===== src/rtl/uart_alu_if_if.sv =====
// Bundle between uart_alu_if and its neighbours: receiver, ALU and transmitter.
// slave is the uart_alu_if side. master is the side that drives the stimulus.
interface uart_alu_if_if #(
  parameter int NB_DATA = 8,
  parameter int NB_OP   = 6
);
  logic [NB_DATA-1:0] i_rx_data;
  logic               i_rx_done;
  logic [NB_DATA-1:0] o_alu_a;
  logic [NB_DATA-1:0] o_alu_b;
  logic [NB_OP-1:0]   o_alu_op;
  logic [NB_DATA-1:0] i_alu_result;
  logic [NB_DATA-1:0] o_tx_data;
  logic               o_tx_start;
  logic               i_tx_done;
  logic               o_busy;
  logic               o_overrun;
  logic               o_timeout;

  modport slave (
    input  i_rx_data, i_rx_done, i_alu_result, i_tx_done,
    output o_alu_a, o_alu_b, o_alu_op, o_tx_data, o_tx_start,
           o_busy, o_overrun, o_timeout
  );

  modport master (
    output i_rx_data, i_rx_done, i_alu_result, i_tx_done,
    input  o_alu_a, o_alu_b, o_alu_op, o_tx_data, o_tx_start,
           o_busy, o_overrun, o_timeout
  );
endinterface


===== src/rtl/uart_alu_if.sv =====
// Builds an ALU command from three UART bytes (A, B, opcode) and sends the result back to the transmitter.
// The optional inter-byte timeout is enabled with the RX_TIMEOUT_EN macro.
module uart_alu_if #(
  parameter int NB_DATA        = 8,
  parameter int NB_OP          = 6,
  parameter int TIMEOUT_CYCLES = 1000000
) (
  input  logic           clk,
  input  logic           i_rst,
  uart_alu_if_if.slave   bus
);
  localparam logic [2:0] WAIT_A  = 3'd0;
  localparam logic [2:0] WAIT_B  = 3'd1;
  localparam logic [2:0] WAIT_OP = 3'd2;
  localparam logic [2:0] EXEC    = 3'd3;
  localparam logic [2:0] SEND    = 3'd4;
  localparam logic [2:0] WAIT_TX = 3'd5;

  logic [2:0]         state;
  logic               rx_done_d;
  logic               tx_done_d;
  logic               rx_evt;
  logic               tx_evt;
  logic               busy;
  logic               tmo_hit;
  logic [NB_DATA-1:0] alu_a;
  logic [NB_DATA-1:0] alu_b;
  logic [NB_OP-1:0]   alu_op;
  logic [NB_DATA-1:0] tx_data;
  logic               tx_start;
  logic               overrun;

  assign rx_evt = bus.i_rx_done & ~rx_done_d;
  assign tx_evt = bus.i_tx_done & ~tx_done_d;
  assign busy   = (state == EXEC) || (state == SEND) || (state == WAIT_TX);

`ifdef RX_TIMEOUT_EN
  localparam int NB_CNT = $clog2(TIMEOUT_CYCLES + 1);

  logic [NB_CNT-1:0] tmo_cnt;
  logic              timeout;

  // Same-cycle rx_evt beats expiry, so the byte is kept and no timeout is raised.
  assign tmo_hit = ((state == WAIT_B) || (state == WAIT_OP)) && !rx_evt &&
                   (tmo_cnt == NB_CNT'(TIMEOUT_CYCLES - 1));

  always_ff @(posedge clk) begin
    if (i_rst) begin
      tmo_cnt <= '0;
      timeout <= 1'b0;
    end else begin
      timeout <= tmo_hit;
      if (((state != WAIT_B) && (state != WAIT_OP)) || rx_evt || tmo_hit)
        tmo_cnt <= '0;
      else
        tmo_cnt <= tmo_cnt + 1'b1;
    end
  end

  assign bus.o_timeout = timeout;
`else
  assign tmo_hit       = 1'b0;
  assign bus.o_timeout = 1'b0;
`endif

  always_ff @(posedge clk) begin
    if (i_rst) begin
      state     <= WAIT_A;
      rx_done_d <= 1'b0;
      tx_done_d <= 1'b0;
      alu_a     <= '0;
      alu_b     <= '0;
      alu_op    <= '0;
      tx_data   <= '0;
      tx_start  <= 1'b0;
      overrun   <= 1'b0;
    end else begin
      rx_done_d <= bus.i_rx_done;
      tx_done_d <= bus.i_tx_done;
      tx_start  <= 1'b0;
      if (rx_evt && busy)
        overrun <= 1'b1;
      case (state)
        WAIT_A: begin
          if (rx_evt) begin
            alu_a <= bus.i_rx_data;
            state <= WAIT_B;
          end
        end
        WAIT_B: begin
          if (rx_evt) begin
            alu_b <= bus.i_rx_data;
            state <= WAIT_OP;
          end else if (tmo_hit) begin
            state <= WAIT_A;
          end
        end
        WAIT_OP: begin
          if (rx_evt) begin
            alu_op <= bus.i_rx_data[NB_OP-1:0];
            state  <= EXEC;
          end else if (tmo_hit) begin
            state <= WAIT_A;
          end
        end
        // Start is set here so it is high exactly during SEND.
        EXEC: begin
          tx_data  <= bus.i_alu_result;
          tx_start <= 1'b1;
          state    <= SEND;
        end
        SEND: begin
          state <= WAIT_TX;
        end
        WAIT_TX: begin
          if (tx_evt)
            state <= WAIT_A;
        end
        default: begin
          state <= WAIT_A;
        end
      endcase
    end
  end

  assign bus.o_alu_a    = alu_a;
  assign bus.o_alu_b    = alu_b;
  assign bus.o_alu_op   = alu_op;
  assign bus.o_tx_data  = tx_data;
  assign bus.o_tx_start = tx_start;
  assign bus.o_busy     = busy;
  assign bus.o_overrun  = overrun;
endmodule


===== src/flat_wrapper.sv =====
// flat-port wrapper written by rule: the top's interface ports become plain ports
module uart_alu_if_flat 
#(
  parameter int NB_DATA        = 8,
  parameter int NB_OP          = 6,
  parameter int TIMEOUT_CYCLES = 1000000
)
  (clk, i_rst, bus_i_rx_data, bus_i_rx_done, bus_i_alu_result, bus_i_tx_done, bus_o_alu_a, bus_o_alu_b, bus_o_alu_op, bus_o_tx_data, bus_o_tx_start, bus_o_busy, bus_o_overrun, bus_o_timeout);
  uart_alu_if_if #(.NB_DATA(NB_DATA), .NB_OP(NB_OP)) bus_i ();
  input  logic clk;
  input  logic i_rst;
  input wire logic [$bits(bus_i.i_rx_data)-1:0] bus_i_rx_data;
  input wire logic [$bits(bus_i.i_rx_done)-1:0] bus_i_rx_done;
  input wire logic [$bits(bus_i.i_alu_result)-1:0] bus_i_alu_result;
  input wire logic [$bits(bus_i.i_tx_done)-1:0] bus_i_tx_done;
  output wire logic [$bits(bus_i.o_alu_a)-1:0] bus_o_alu_a;
  output wire logic [$bits(bus_i.o_alu_b)-1:0] bus_o_alu_b;
  output wire logic [$bits(bus_i.o_alu_op)-1:0] bus_o_alu_op;
  output wire logic [$bits(bus_i.o_tx_data)-1:0] bus_o_tx_data;
  output wire logic [$bits(bus_i.o_tx_start)-1:0] bus_o_tx_start;
  output wire logic [$bits(bus_i.o_busy)-1:0] bus_o_busy;
  output wire logic [$bits(bus_i.o_overrun)-1:0] bus_o_overrun;
  output wire logic [$bits(bus_i.o_timeout)-1:0] bus_o_timeout;
  assign bus_i.i_rx_data = bus_i_rx_data;
  assign bus_i.i_rx_done = bus_i_rx_done;
  assign bus_i.i_alu_result = bus_i_alu_result;
  assign bus_i.i_tx_done = bus_i_tx_done;
  assign bus_o_alu_a = bus_i.o_alu_a;
  assign bus_o_alu_b = bus_i.o_alu_b;
  assign bus_o_alu_op = bus_i.o_alu_op;
  assign bus_o_tx_data = bus_i.o_tx_data;
  assign bus_o_tx_start = bus_i.o_tx_start;
  assign bus_o_busy = bus_i.o_busy;
  assign bus_o_overrun = bus_i.o_overrun;
  assign bus_o_timeout = bus_i.o_timeout;
  uart_alu_if #(.NB_DATA(NB_DATA), .NB_OP(NB_OP), .TIMEOUT_CYCLES(TIMEOUT_CYCLES)) u_core (.clk(clk), .i_rst(i_rst), .bus(bus_i));
endmodule

===== config.mk =====
export PLATFORM = sky130hd
export DESIGN_NAME = uart_alu_if_flat
export DESIGN_NICKNAME = d
export VERILOG_FILES = /design/src/rtl/uart_alu_if_if.sv /design/src/rtl/uart_alu_if.sv /design/src/flat_wrapper.sv
export SDC_FILE = /design/constraint.sdc
export NUM_CORES = 1
export LEC_CHECK = 0
export CAP_MARGIN = 30
export CORE_ASPECT_RATIO = 1.5
export CORE_UTILIZATION = 39
export DETAILED_ROUTE_END_ITERATION = 8
export GPL_TIMING_DRIVEN = 0
export PLACE_DENSITY = 0.86
export SLEW_MARGIN = 25
export SYNTH_ARGS = -nofsm -noshare
export SYNTH_HDL_FRONTEND = slang
export SYNTH_SLANG_ARGS = --single-unit

===== constraint.sdc =====
create_clock -name clk -period 1.1 [get_ports clk]
set_clock_uncertainty 0.05 [all_clocks]
set_input_delay 0.11 -clock clk [delete_from_list [all_inputs] [get_ports clk]]
set_output_delay 0.11 -clock clk [all_outputs]
set_load 0.05 [all_outputs]

==> flow_summary.json <==
{
  "insertedDiodeCount": 0,
  "grt_overflow_total": 0,
  "ys_seq_elements": 37,
  "overall_power_after_layout_w": 0.00291,
  "critical_path_source_type": "register",
  "crit_path_frequent_cell": "sky130_fd_sc_hd__buf_8",
  "worst-path-max-fanout": 2,
  "timing.fmax_mhz": 658,
  "drt_wl_total_um": 3520,
  "rsz0062_at_grt": "true",
  "coreArea_um2": 3680,
  "detail-route-antenna-nets": 0,
  "initialDrtViolationCount": 9,
  "crit_path_end_kind": "primary output",
  "clk_pin_slew_worst_paths_ns": 0.07,
  "floorplan.rows": 27,
  "drt_pass1_iterations": 4,
  "place.port_buffers": 51,
  "finalCriticalPeriod_ns": 1.52,
  "grt_antenna_before_repair": 0,
  "synth_top_cell_by_area": "sky130_fd_sc_hd__dfxtp_1",
  "ys_top_cells_by_area": "sky130_fd_sc_hd__dfxtp_1 49%, sky130_fd_sc_hd__mux2i_1 20%, sky130_fd_sc_hd__nand2b_1 13%, sky130_fd_sc_hd__nor2b_1 2.9%, sky130_fd_sc_hd__nor2_1 2.8%",
  "grt_util_all_layers": 0.181,
  "timing.final.ws_setup_ns": -0.419,
  "cp_data_arrival_time_ns": 1.36,
  "power.density_cell_area_nw_per_um2": 1310,
  "drv.max_cap_violation_count": 0,
  "num-nets-final": 234,
  "clkSinkCount": 37,
  "fraction_of_synthesized_cell_area_taken_by_the_top_area_cell_type": 0.494,
  "wire_length_of_the_first_global_routing_pass_um": 5350,
  "syn_avg_cell_area_um2": 10.5,
  "detailroute.wirelength.met3_um": 228,
  "final_design_area_no_fill_um2": 2220,
  "number_of_cells_produced_by_synthesis": 143,
  "chipHeight_um": 77.9,
  "cts_max_level": 2,
  "initial_core_util": 0.407,
  "report.final.slew_viol_count": 0,
  "failed_checks": "setup timing",
  "finalNonFillerCells": 257,
  "post_route_cells_drive_above_1_share": 0.350,
  "die-area_um2": 4100,
  "route.top_layer_used": "met4",
  "multiInputGateArea_um2": 778,
  "clock_latency_of_the_later_clocked_register_in_the_worst_skew_pair_ns": 0.29,
  "crit_path_cell_trace": "and3b_2 -> buf_8 -> or2_4 -> buf_8",
  "setup_violations": 36,
  "synth.yosys.seq_area_share": 0.494,
  "place_inst": 237,
  "timing.critical_path.slowest_stage_cell": "sky130_fd_sc_hd__dfxtp_4",
  "cts_tree": "yes",
  "setup_total_negative_slack_ns": -6.84,
  "routed-via-count": 1219,
  "number_of_global_route_vias_before_repair": 1204,
  "clock_tree.root_cell": "sky130_fd_sc_hd__clkbuf_8",
  "cp_data_required_time_ns": 0.94,
  "outcome": "complete, but fails checks",
  "drc": 0,
  "dpl_cell_area_um2": 2070,
  "placer_s_final_routability_congestion_estimate": 0.740,
  "cts-root-to-sink-buffers": 2,
  "final.period_utilization": 1.38,
  "ff2ff_setup_slack_ns": -0.27,
  "io_pins": 54,
  "cts_buffers": 5,
  "finalHoldViolCount": 0,
  "crit_path_max_incr_delay_ns": 0.35,
  "vdd_ir_drop_max_mv": 0.947,
  "fp.dieW_um": 52.6,
  "netlist-cell-type-count": 22,
  "area_delta_synth_final_pct": 48.2,
  "fillCellCount": 325,
  "power_leakage_nw": 1.00,
  "yosysWarnings": 0,
  "holdCritPathClass": "in2reg",
  "dp_hpwl_um": 2170,
  "synthesis.area_um2": 1500,
  "syn_nets": 163,
  "wl_met2_um": 1920,
  "met1Wirelength_um": 1300,
  "final_util": 0.603,
  "drt-wirelength-per-cell_um": 13.7,
  "layout.area.seq_um2": 752,
  "timing_worst_setup_path_type": "reg2out",
  "detail_route.vias_per_cell": 4.74,
  "grt_max_degree": 11
}
## per-layer routing
layer | GRT usage | vias up
met5 | 0 | -
met2 | 0.314 | 45
met3 | 0.0745 | 8
li1 | - | 604
met4 | 0.0842 | 0
met1 | 0.180 | 562
## state kept, by name, summed over array words and instances, names as in the netlist
signal / cells
u_core.bus.o_alu_a: 8
u_core.bus.o_alu_b: 8
u_core.bus.o_alu_op: 6
u_core.bus.o_overrun: 1
u_core.bus.o_tx_data: 8
u_core.bus.o_tx_start: 1
u_core.rx_done_d: 1
u_core.state: 3
u_core.tx_done_d: 1
## per-stage QoR
step,setup WS [ns],hold WS (ns)
2_1_floorplan,-0.0827,0.188
3_3_place_gp,-0.772,0.388
3_5_place_dp,-0.778,0.402
4_1_cts,-0.410,0.233
5_1_grt,-0.447,0.247
6_report,-0.419,0.214
## path summary, 6_finish.rpt
kind	startpoint	end	depth (start not counted)
max	u_core.state[2]	bus_o_busy	4
min	i_rst	u_core.bus.o_alu_b[6]	3
max reg2reg	u_core.state[2]	u_core.bus.o_tx_data[3]	6
min reg2reg	u_core.bus.o_overrun	u_core.bus.o_overrun	2
## cell type report
| type | count | share of cell area |
|---|---|---|
| clock buffers | 7 | 0.0389 |
| inverters | 1 | 0.00169 |
| well taps | 43 | 0.0242 |
| flip-flops and latches | 37 | 0.339 |
| repair buffers | 65 | 0.226 |
| plain buffers | 7 | 0.0197 |
| multi-input cells | 97 | 0.350 |
## critical path, delay by kind of cell (launching register included)
kind | cells | cell delay (ns)
buf+inv | 2 | 0.27
flops | 1 | 0.35
simple gates | 2 | 0.45
## kinds of logic after synthesis
kind of cell,synth area share
other,0.00250
flip-flops,0.494
multiplexers,0.200
AND/OR/NAND/NOR,0.239
AO/OA/AOI/OAI,0.0275
buffers and inverters,0.0367
## synth_stat cells
| library cell | n |
|---|---|
| sky130_fd_sc_hd__nand2_2 | 2 |
| sky130_fd_sc_hd__nand3b_1 | 1 |
| sky130_fd_sc_hd__nand2b_1 | 32 |
| sky130_fd_sc_hd__inv_1 | 1 |
| sky130_fd_sc_hd__dfxtp_1 | 37 |
| sky130_fd_sc_hd__buf_6 | 2 |
| sky130_fd_sc_hd__nor3_1 | 1 |
| sky130_fd_sc_hd__nor2b_1 | 7 |
| sky130_fd_sc_hd__mux2i_1 | 30 |
| sky130_fd_sc_hd__clkbuf_1 | 3 |
| sky130_fd_sc_hd__a2bb2oi_1 | 1 |
| sky130_fd_sc_hd__a21oi_1 | 3 |
| sky130_fd_sc_hd__o21ai_0 | 2 |
| sky130_fd_sc_hd__o31ai_1 | 1 |
| sky130_fd_sc_hd__buf_4 | 1 |
| sky130_fd_sc_hd__and3b_2 | 1 |
| sky130_fd_sc_hd__buf_2 | 2 |
| sky130_fd_sc_hd__conb_1 | 1 |
| sky130_fd_sc_hd__nor2_1 | 11 |
| sky130_fd_sc_hd__or2_1 | 1 |
| sky130_fd_sc_hd__nor3b_4 | 1 |
| sky130_fd_sc_hd__and2_1 | 2 |
## power by group
group / switching [W] / internal, W
Clock: 0.000441 / 0.000496
Sequential: 0.0000261 / 0.00139
Combinational: 0.000323 / 0.000236
## layout by cell type, fill, tap and decap left out
| master | n |
|---|---|
| sky130_fd_sc_hd__conb_1 | 1 |
| sky130_fd_sc_hd__o21ai_1 | 1 |
| sky130_fd_sc_hd__and3b_2 | 1 |
| sky130_fd_sc_hd__nor3b_4 | 1 |
| sky130_fd_sc_hd__buf_4 | 9 |
| sky130_fd_sc_hd__dfxtp_1 | 34 |
| sky130_fd_sc_hd__clkbuf_8 | 6 |
| sky130_fd_sc_hd__buf_8 | 3 |
| sky130_fd_sc_hd__a2bb2oi_1 | 1 |
| sky130_fd_sc_hd__nor3_1 | 1 |
| sky130_fd_sc_hd__buf_16 | 1 |
| sky130_fd_sc_hd__and2_4 | 2 |
| sky130_fd_sc_hd__nor2_2 | 1 |
| sky130_fd_sc_hd__nor2b_1 | 4 |
| sky130_fd_sc_hd__nand3b_1 | 1 |
| sky130_fd_sc_hd__nand2b_1 | 32 |
| sky130_fd_sc_hd__nor2_1 | 10 |
| sky130_fd_sc_hd__mux2i_2 | 1 |
| sky130_fd_sc_hd__dfxtp_4 | 3 |
| sky130_fd_sc_hd__clkdlybuf4s50_1 | 18 |
| sky130_fd_sc_hd__buf_6 | 4 |
| sky130_fd_sc_hd__a21oi_1 | 1 |
| sky130_fd_sc_hd__inv_1 | 1 |
| sky130_fd_sc_hd__buf_2 | 34 |
| sky130_fd_sc_hd__or2_4 | 1 |
| sky130_fd_sc_hd__nand2_8 | 2 |
| sky130_fd_sc_hd__nor2b_4 | 3 |
| sky130_fd_sc_hd__clkbuf_1 | 4 |
| sky130_fd_sc_hd__o21ai_2 | 1 |
| sky130_fd_sc_hd__mux2i_1 | 29 |
| sky130_fd_sc_hd__a21oi_2 | 2 |
| sky130_fd_sc_hd__o31ai_1 | 1 |
## what timing repair did
item,in CTS,in global routing
setup buffers,12,2
pin swaps,4,3
hold buffers,0,0
gates resized for setup,189,10
setup endpoints to repair,62,36
cloned,1,0
Power figures use the tool's default switching activity.
